$ cat config.mk
export PLATFORM = sky130hd
export DESIGN_NAME = uart_rx
export DESIGN_NICKNAME = d
export VERILOG_FILES = /design/src/rtl/uart_rx.sv
export SDC_FILE = /design/constraint.sdc
export NUM_CORES = 1
export LEC_CHECK = 0
export CAP_MARGIN = 20
export CORE_MARGIN = 8
export CORE_UTILIZATION = 59
export CTS_CLUSTER_SIZE = 24
export DETAILED_ROUTE_END_ITERATION = 8
export GPL_TIMING_DRIVEN = 1
export PLACE_DENSITY = 0.78
export REMOVE_ABC_BUFFERS = 1
export SETUP_SLACK_MARGIN = 0.02
export SLEW_MARGIN = 15
export SYNTH_ARGS = -nofsm -noshare
export SYNTH_HDL_FRONTEND = slang
export SYNTH_SLANG_ARGS = --single-unit
export TNS_END_PERCENT = 30
$ cat constraint.sdc
create_clock -name clk -period 4.1 [get_ports clk]
set_input_delay 0.615 -clock clk [delete_from_list [all_inputs] [get_ports clk]]
set_output_delay 0.615 -clock clk [all_outputs]
set_load 0.02 [all_outputs]
$ cat src/rtl/uart_rx.sv
// UART receiver: 1 start, DATA_BITS data (LSB first), 1 stop, no parity.
// Mid-bit sampling off a 2-flop synchronized line; registered status pulses.
module uart_rx #(
  parameter int BAUD_DIV  = 434,
  parameter int DATA_BITS = 8
) (
  input  logic                 clk,
  input  logic                 rst,
  input  logic                 rx,
  output logic [DATA_BITS-1:0] rx_data,
  output logic                 byte_ready,
  output logic                 frame_err,
  output logic                 busy
);

  localparam int BW = (BAUD_DIV > 1) ? $clog2(BAUD_DIV) : 1;
  localparam int CW = $clog2(DATA_BITS + 1);

  localparam logic [BW-1:0] HALF_M1  = BW'(BAUD_DIV / 2 - 1);
  localparam logic [BW-1:0] FULL_M1  = BW'(BAUD_DIV - 1);
  localparam logic [CW-1:0] LAST_BIT = CW'(DATA_BITS - 1);

  typedef enum logic [1:0] {
    IDLE,
    START,
    DATA,
    STOP
  } state_t;

  state_t               r_state;
  state_t               w_state_nx;
  logic                 r_rx_m;
  logic                 r_rx_s;
  logic [BW-1:0]        r_baud;
  logic [BW-1:0]        w_baud_nx;
  logic [CW-1:0]        r_bit;
  logic [CW-1:0]        w_bit_nx;
  logic [DATA_BITS-1:0] r_shift;
  logic [DATA_BITS-1:0] w_shift_nx;
  logic [DATA_BITS-1:0] r_data;
  logic [DATA_BITS-1:0] w_data_nx;
  logic                 r_rdy;
  logic                 w_rdy_nx;
  logic                 r_ferr;
  logic                 w_ferr_nx;

  always_ff @(posedge clk) begin
    if (rst) begin
      r_rx_m  <= 1'b1;
      r_rx_s  <= 1'b1;
      r_state <= IDLE;
      r_baud  <= '0;
      r_bit   <= '0;
      r_shift <= '0;
      r_data  <= '0;
      r_rdy   <= 1'b0;
      r_ferr  <= 1'b0;
    end else begin
      r_rx_m  <= rx;
      r_rx_s  <= r_rx_m;
      r_state <= w_state_nx;
      r_baud  <= w_baud_nx;
      r_bit   <= w_bit_nx;
      r_shift <= w_shift_nx;
      r_data  <= w_data_nx;
      r_rdy   <= w_rdy_nx;
      r_ferr  <= w_ferr_nx;
    end
  end

  always_comb begin
    w_state_nx = r_state;
    w_baud_nx  = r_baud + BW'(1);
    w_bit_nx   = r_bit;
    w_shift_nx = r_shift;
    w_data_nx  = r_data;
    w_rdy_nx   = 1'b0;
    w_ferr_nx  = 1'b0;
    case (r_state)
      IDLE: begin
        w_baud_nx = '0;
        w_bit_nx  = '0;
        if (!r_rx_s) w_state_nx = START;
      end
      START: begin
        if (r_baud == HALF_M1) begin
          w_baud_nx  = '0;
          w_bit_nx   = '0;
          w_state_nx = r_rx_s ? IDLE : DATA;
        end
      end
      DATA: begin
        if (r_baud == FULL_M1) begin
          w_baud_nx  = '0;
          w_shift_nx = {r_rx_s, r_shift[DATA_BITS-1:1]};
          w_bit_nx   = r_bit + CW'(1);
          if (r_bit == LAST_BIT) w_state_nx = STOP;
        end
      end
      STOP: begin
        if (r_baud == FULL_M1) begin
          // Leaving at mid-stop lets a gapless next start bit be caught
          w_baud_nx  = '0;
          w_state_nx = IDLE;
          if (r_rx_s) begin
            w_data_nx = r_shift;
            w_rdy_nx  = 1'b1;
          end else begin
            w_ferr_nx = 1'b1;
          end
        end
      end
      default: begin
        w_baud_nx  = '0;
        w_state_nx = IDLE;
      end
    endcase
  end

  assign rx_data    = r_data;
  assign byte_ready = r_rdy;
  assign frame_err  = r_ferr;
  assign busy       = (r_state != IDLE);

endmodule

### Word-level counts from Yosys, hierarchy flattened

Cells that the tools add are included.

* bits in registers: 35
* bits in latches: 0
* memory bits (writable): 0
* memory bits (read-only): 0
* output and inout bits: 11
* memories kept: 0

* add/subtract/negate cells: 2
* multipliers: 0
* divide/modulo/power cells: 0
* magnitude comparators: 0
* equality and inequality tests: 11
* shift-type cells: 0
* multiplexer cells: 15
* bitwise operators: 2
* reductions and logical operators: 9

Operator list (count)
* one-hot mux 9 bit (3 select lines): 1
* two-way mux 9 bit: 2
* two-way mux 2 bit: 6
* one-hot mux 4 bit (3 select lines): 1
* != test 2 bit, second input constant: 5
* adder 9 x 1 -> 9 bit, second input constant: 1
* equality test 9 x 8 -> 1 bit, second input constant: 1
* equality test 9 bit, second input constant: 1
* two-way mux 4 bit: 2
* one-hot mux 2 bit (4 select lines): 1
* AND reduction 3 bit: 2
* AND reduction 5 bit: 1
* adder 4 x 1 -> 4 bit, second input constant: 1
* equality test 2 bit, second input constant: 2
* equality test 4 x 3 -> 1 bit, second input constant: 1
* nonzero test 3 bit: 1
* OR reduction 3 bit: 1
* equality test 2 x 1 -> 1 bit, second input constant: 1
* zero test 2 bit: 1
* two-way mux 1 bit: 2
* NOT 1 bit: 2
* AND reduction 2 bit: 1
* nonzero test 2 bit: 1
* OR reduction 2 bit: 1

### Depth between registers and ports, before layout

* depth after elaboration: 4
* depth in mapped cells: 7
* mapped depth without buffers: 6

### Least setup slack after synthesis

Ideal clock, no wire load.

* kind: register -> register
* start point: register r_baud[0]
* end point: register r_data[4] (netlist: rx_data[4])
* library setup time: 0.128 ns
* arrival: 1.544 ns
* required time: 3.972 ns
* setup slack: 2.429 ns
* stages on the path, launching flop included: 7
* buffers on the path: 1
* path through: dfxtp_1 > ha_1 > nand4bb_2 > or4_1 > buf_6 > mux2i_1 > nor2_1

* cells in the longest elaborated chain, start to end: 2

Ends and longest elaborated chain
* start: declaration: line 34 `logic [BW-1:0] r_baud;`
* start signal: assignment: line 62 `r_baud <= w_baud_nx;`
* equality test 9 bit: line 101 `if (r_baud == FULL_M1) begin`
* AND reduction 3 bit (no line)
* end signal: assignment: line 65 `r_data <= w_data_nx;`
* end: declaration: line 40 `logic [DATA_BITS-1:0] r_data;`

No other way between the ends.
A chain may end at the register's enable or synchronous reset.

==> results by group <==
Outcome
  – Status: finished, final reports clean

STA
  – Skew final: 0.00967 ns
  – Fin crit share: 57.1%
  – Final Hold Viols: 0
  – Max Slew Vio Count: 0
  – Hold_ws: 0.435 ns
  – Slew headroom: 47.1%
  – Unrepaired setup endpoints after global routing: no
  – Post-route minimum period: 2.34 ns
  – Slew @ Worst Pin: 0.791 ns
  – Fmax: 0.427 GHz
  – Final Setup Violations: 0
  – Final setup margin: 1.76 ns
  – Setup TNS: 0 ns

Clocking
  – Number of buffers created by CTS: 5
  – Clk Latency, worst-skew pair: 0.33 ns
  – Clock transition at path regs: 0.11 ns
  – CTS max path bufs: 2
  – CTS H-tree depth: 2
  – CTS tree: yes
  – Postcts setup bufs: 0
  – Post_cts resized: 0
  – Post-CTS Hold Buffers: 0
  – Clock Sinks: 35
  – CTS Root Cell: clkbuf_4

Floorplan
  – Starting density of the core: 60.5%
  – Die footprint: 4350 sq um
  – FP Rows: 18
  – Core Box Area: 2430 sq um
  – Boundary Pins: 14
  – Die Width: 66.0 um
  – Die height: 66.0 um

Yosys
  – Synthesized cell area: 1470 sq um
  – Synth cell types: 34
  – Yosys warning count: 0
  – Post-synth top area share: 47.6%
  – Synth area leader: dfxtp_1
  – Syn_area_per_cell: 9.63 sq um
  – Syn Inst Count: 153
  – Synth top area cells: dfxtp_1 (48%), mux2i_1 (11%), nor2_1 (8.4%)
  – Yosys reg bits: 35
  – Sequential share of the synthesized area: 47.6%

Layout
  – Ratio of cells with drive above 1 in the final layout: 8.82%
  – Synth-to-Final Area Change: 14.1%
  – Commonest cells after routing, fill and taps aside: dfxtp_1 (35), nor2_1 (33), mux2i_1 (16), clkdlybuf4s50_1 (13), inv_1 (9)
  – ANT cells: 0
  – Fillers: 202
  – Nets: 176
  – Commonest non-fill, non-tap cell in the layout: dfxtp_1

Pwr
  – Sw power: 0.122 mW
  – Static leakage: 0.637 nW
  – Worst IR drop on VDD: 0.335 mV
  – Sw frac: 22.8%
  – Clock Power Share: 33.2%
  – Seq pwr share: 64.2%
  – Pint: 0.413 mW
  – Total power draw: 0.536 mW
  – Gate power share: 2.6%
  – Power Density: 319 nW/um^2

Routing
  – Vias: 1103
  – DRC Markers: 0
  – Number of vias per cell: 5.52
  – Final wirelength: 2630 um
  – Initial DRC Count: 45
  – WL per Instance: 13.1 um
  – Routed Antenna Nets: 0
  – DR pass1 iterations: 4

Worst setup path
  – Reg2Reg Setup Slack: 2.04 ns
  – Delay-heaviest family, CP: buffers and inverters
  – FF-to-FF Start: r_baud[0]
  – CP cell instances: inv_1, nand2_1, clkdlybuf4s50_1
  – Slowest cell on the critical path: clkdlybuf4s50_1
  – FF-to-FF End: rx_data[6]
  – Crit path kind: flip-flop to output port
  – Bufs and invs on worst path: 2
  – Largest stage delay on the critical path: 0.60 ns
  – FF-to-FF path depth: 5
  – Critical path depth: 3
  – CP arrival: 1.72 ns
  – Critical path startpoint category: flip-flop
  – CP endpoint: busy
  – CP required: 3.48 ns
  – Critical Path Sink Type: output port
  – CP Max Fanout: 11

Worst hold path
  – Hold/Removal Path Class: flip-flop to flip-flop

GRT
  – Initial antenna violation count: 0
  – Grt total ovfl: 0
  – First-pass GRT wire length: 4550 um
  – Pin count of the biggest net entering global routing: 26
  – Number of global-route vias before repair: 1051
  – Total track usage: 13.4%

Placement
  – DPL Wire Length: 1900 um
  – Pre-CTS setup slack: 1.79 ns
  – RD Place Congestion: 0.759
  – Buffers on Ports: 13

Flow run
  – Max_cap viols: 0
[sequential cells by signal, summed over array words and instances, names as in the netlist, named ones only]
signal,cells
frame_err,1
r_rx_s,1
r_bit,4
r_rx_m,1
r_state,1
r_baud,9
byte_ready,1
r_shift,8
rx_data,8
[metrics by stage]
stage | utilization (%) | cells | instance area (sq um)
finish | 69.1 | 200 | 1680
global route | 69.1 | 200 | 1680
CTS | 69.1 | 200 | 1680
detailed placement | 66.9 | 192 | 1630
global placement | 66.9 | 192 | 1630
floorplan | - | 148 | 1450
[cell usage after synthesis, drive strengths merged]
library cell,n
and4,1
and4bb,2
o21ai,2
a21oi,1
mux2i,16
or2,2
nor3,1
o311a,1
xor2,1
a41oi,2
nand4bb,1
nand4b,1
o22ai,2
a311oi,1
buf,2
xnor2,8
nand3,6
ha,4
or4,1
nor2,33
dfxtp,35
nand2b,1
nor2b,1
nand4,3
o21bai,1
nand2,6
a31oi,1
o31a,1
nor4,3
clkbuf,3
inv,9
and4b,1
[worst reg2reg max path: stages, from the launching register on]
cell and delay, ns:
dfxtp_1 0.43, ha_1 0.23, nand4bb_2 0.18, or4_1 0.77
mux2i_1 0.26, nor2_1 0.06
[routing by layer]
metal  share of wire, %  wire (um)  global-route usage, %  vias to the layer above
li1                   -          -                      -                      559
met1                 47       1230                   15.2                      517
met2                 47       1230                   21.2                       25
met3                5.7        149                   5.76                        2
met4               0.38         10                   6.40                        0
met5                  0          0                      0                        -
[power by group through the flow]
stage / Clock (mW) / Sequential (mW) / Combinational [mW]
after global placement: 0 / 0.351 / 0.0138
final: 0.178 / 0.344 / 0.0142
after floorplan: 0 / 0.351 / 0.00688
after global routing: 0.202 / 0.344 / 0.0157
after CTS: 0.185 / 0.344 / 0.0142
after detailed placement: 0 / 0.352 / 0.0141
[worst min-delay path by stage]
stage / start / endpoint / cells after the start
detailed placement: r_rx_m / r_rx_s / 1
global route: r_rx_m / r_rx_s / 1
CTS: r_rx_m / r_rx_s / 1
global placement: r_rx_m / r_rx_s / 1
floorplan: r_rx_m / r_rx_s / 1
finish: r_rx_m / r_rx_s / 1
[cell type report]
cell class / instances / area (sq um) / share of cell area, %
clock buffers: 6 / 41.3 / 2.46
clock inverters: 2 / 12.5 / 0.745
inverters: 9 / 33.8 / 2.01
multi-input cells: 104 / 717 / 42.7
flip-flops and latches: 35 / 701 / 41.7
well taps: 30 / 37.5 / 2.23
repair buffers: 14 / 138 / 8.19
[kinds of logic after synthesis]
kind of cell | after synthesis | synth area share [%]
compound gates | 12 | 5.86
xor+xnor | 9 | 5.35
fa+ha+maj | 4 | 3.40
buf+inv | 14 | 4.16
flops | 35 | 47.6
mux | 16 | 10.9
simple gates | 63 | 22.8
Power figures use the tool's default switching activity.
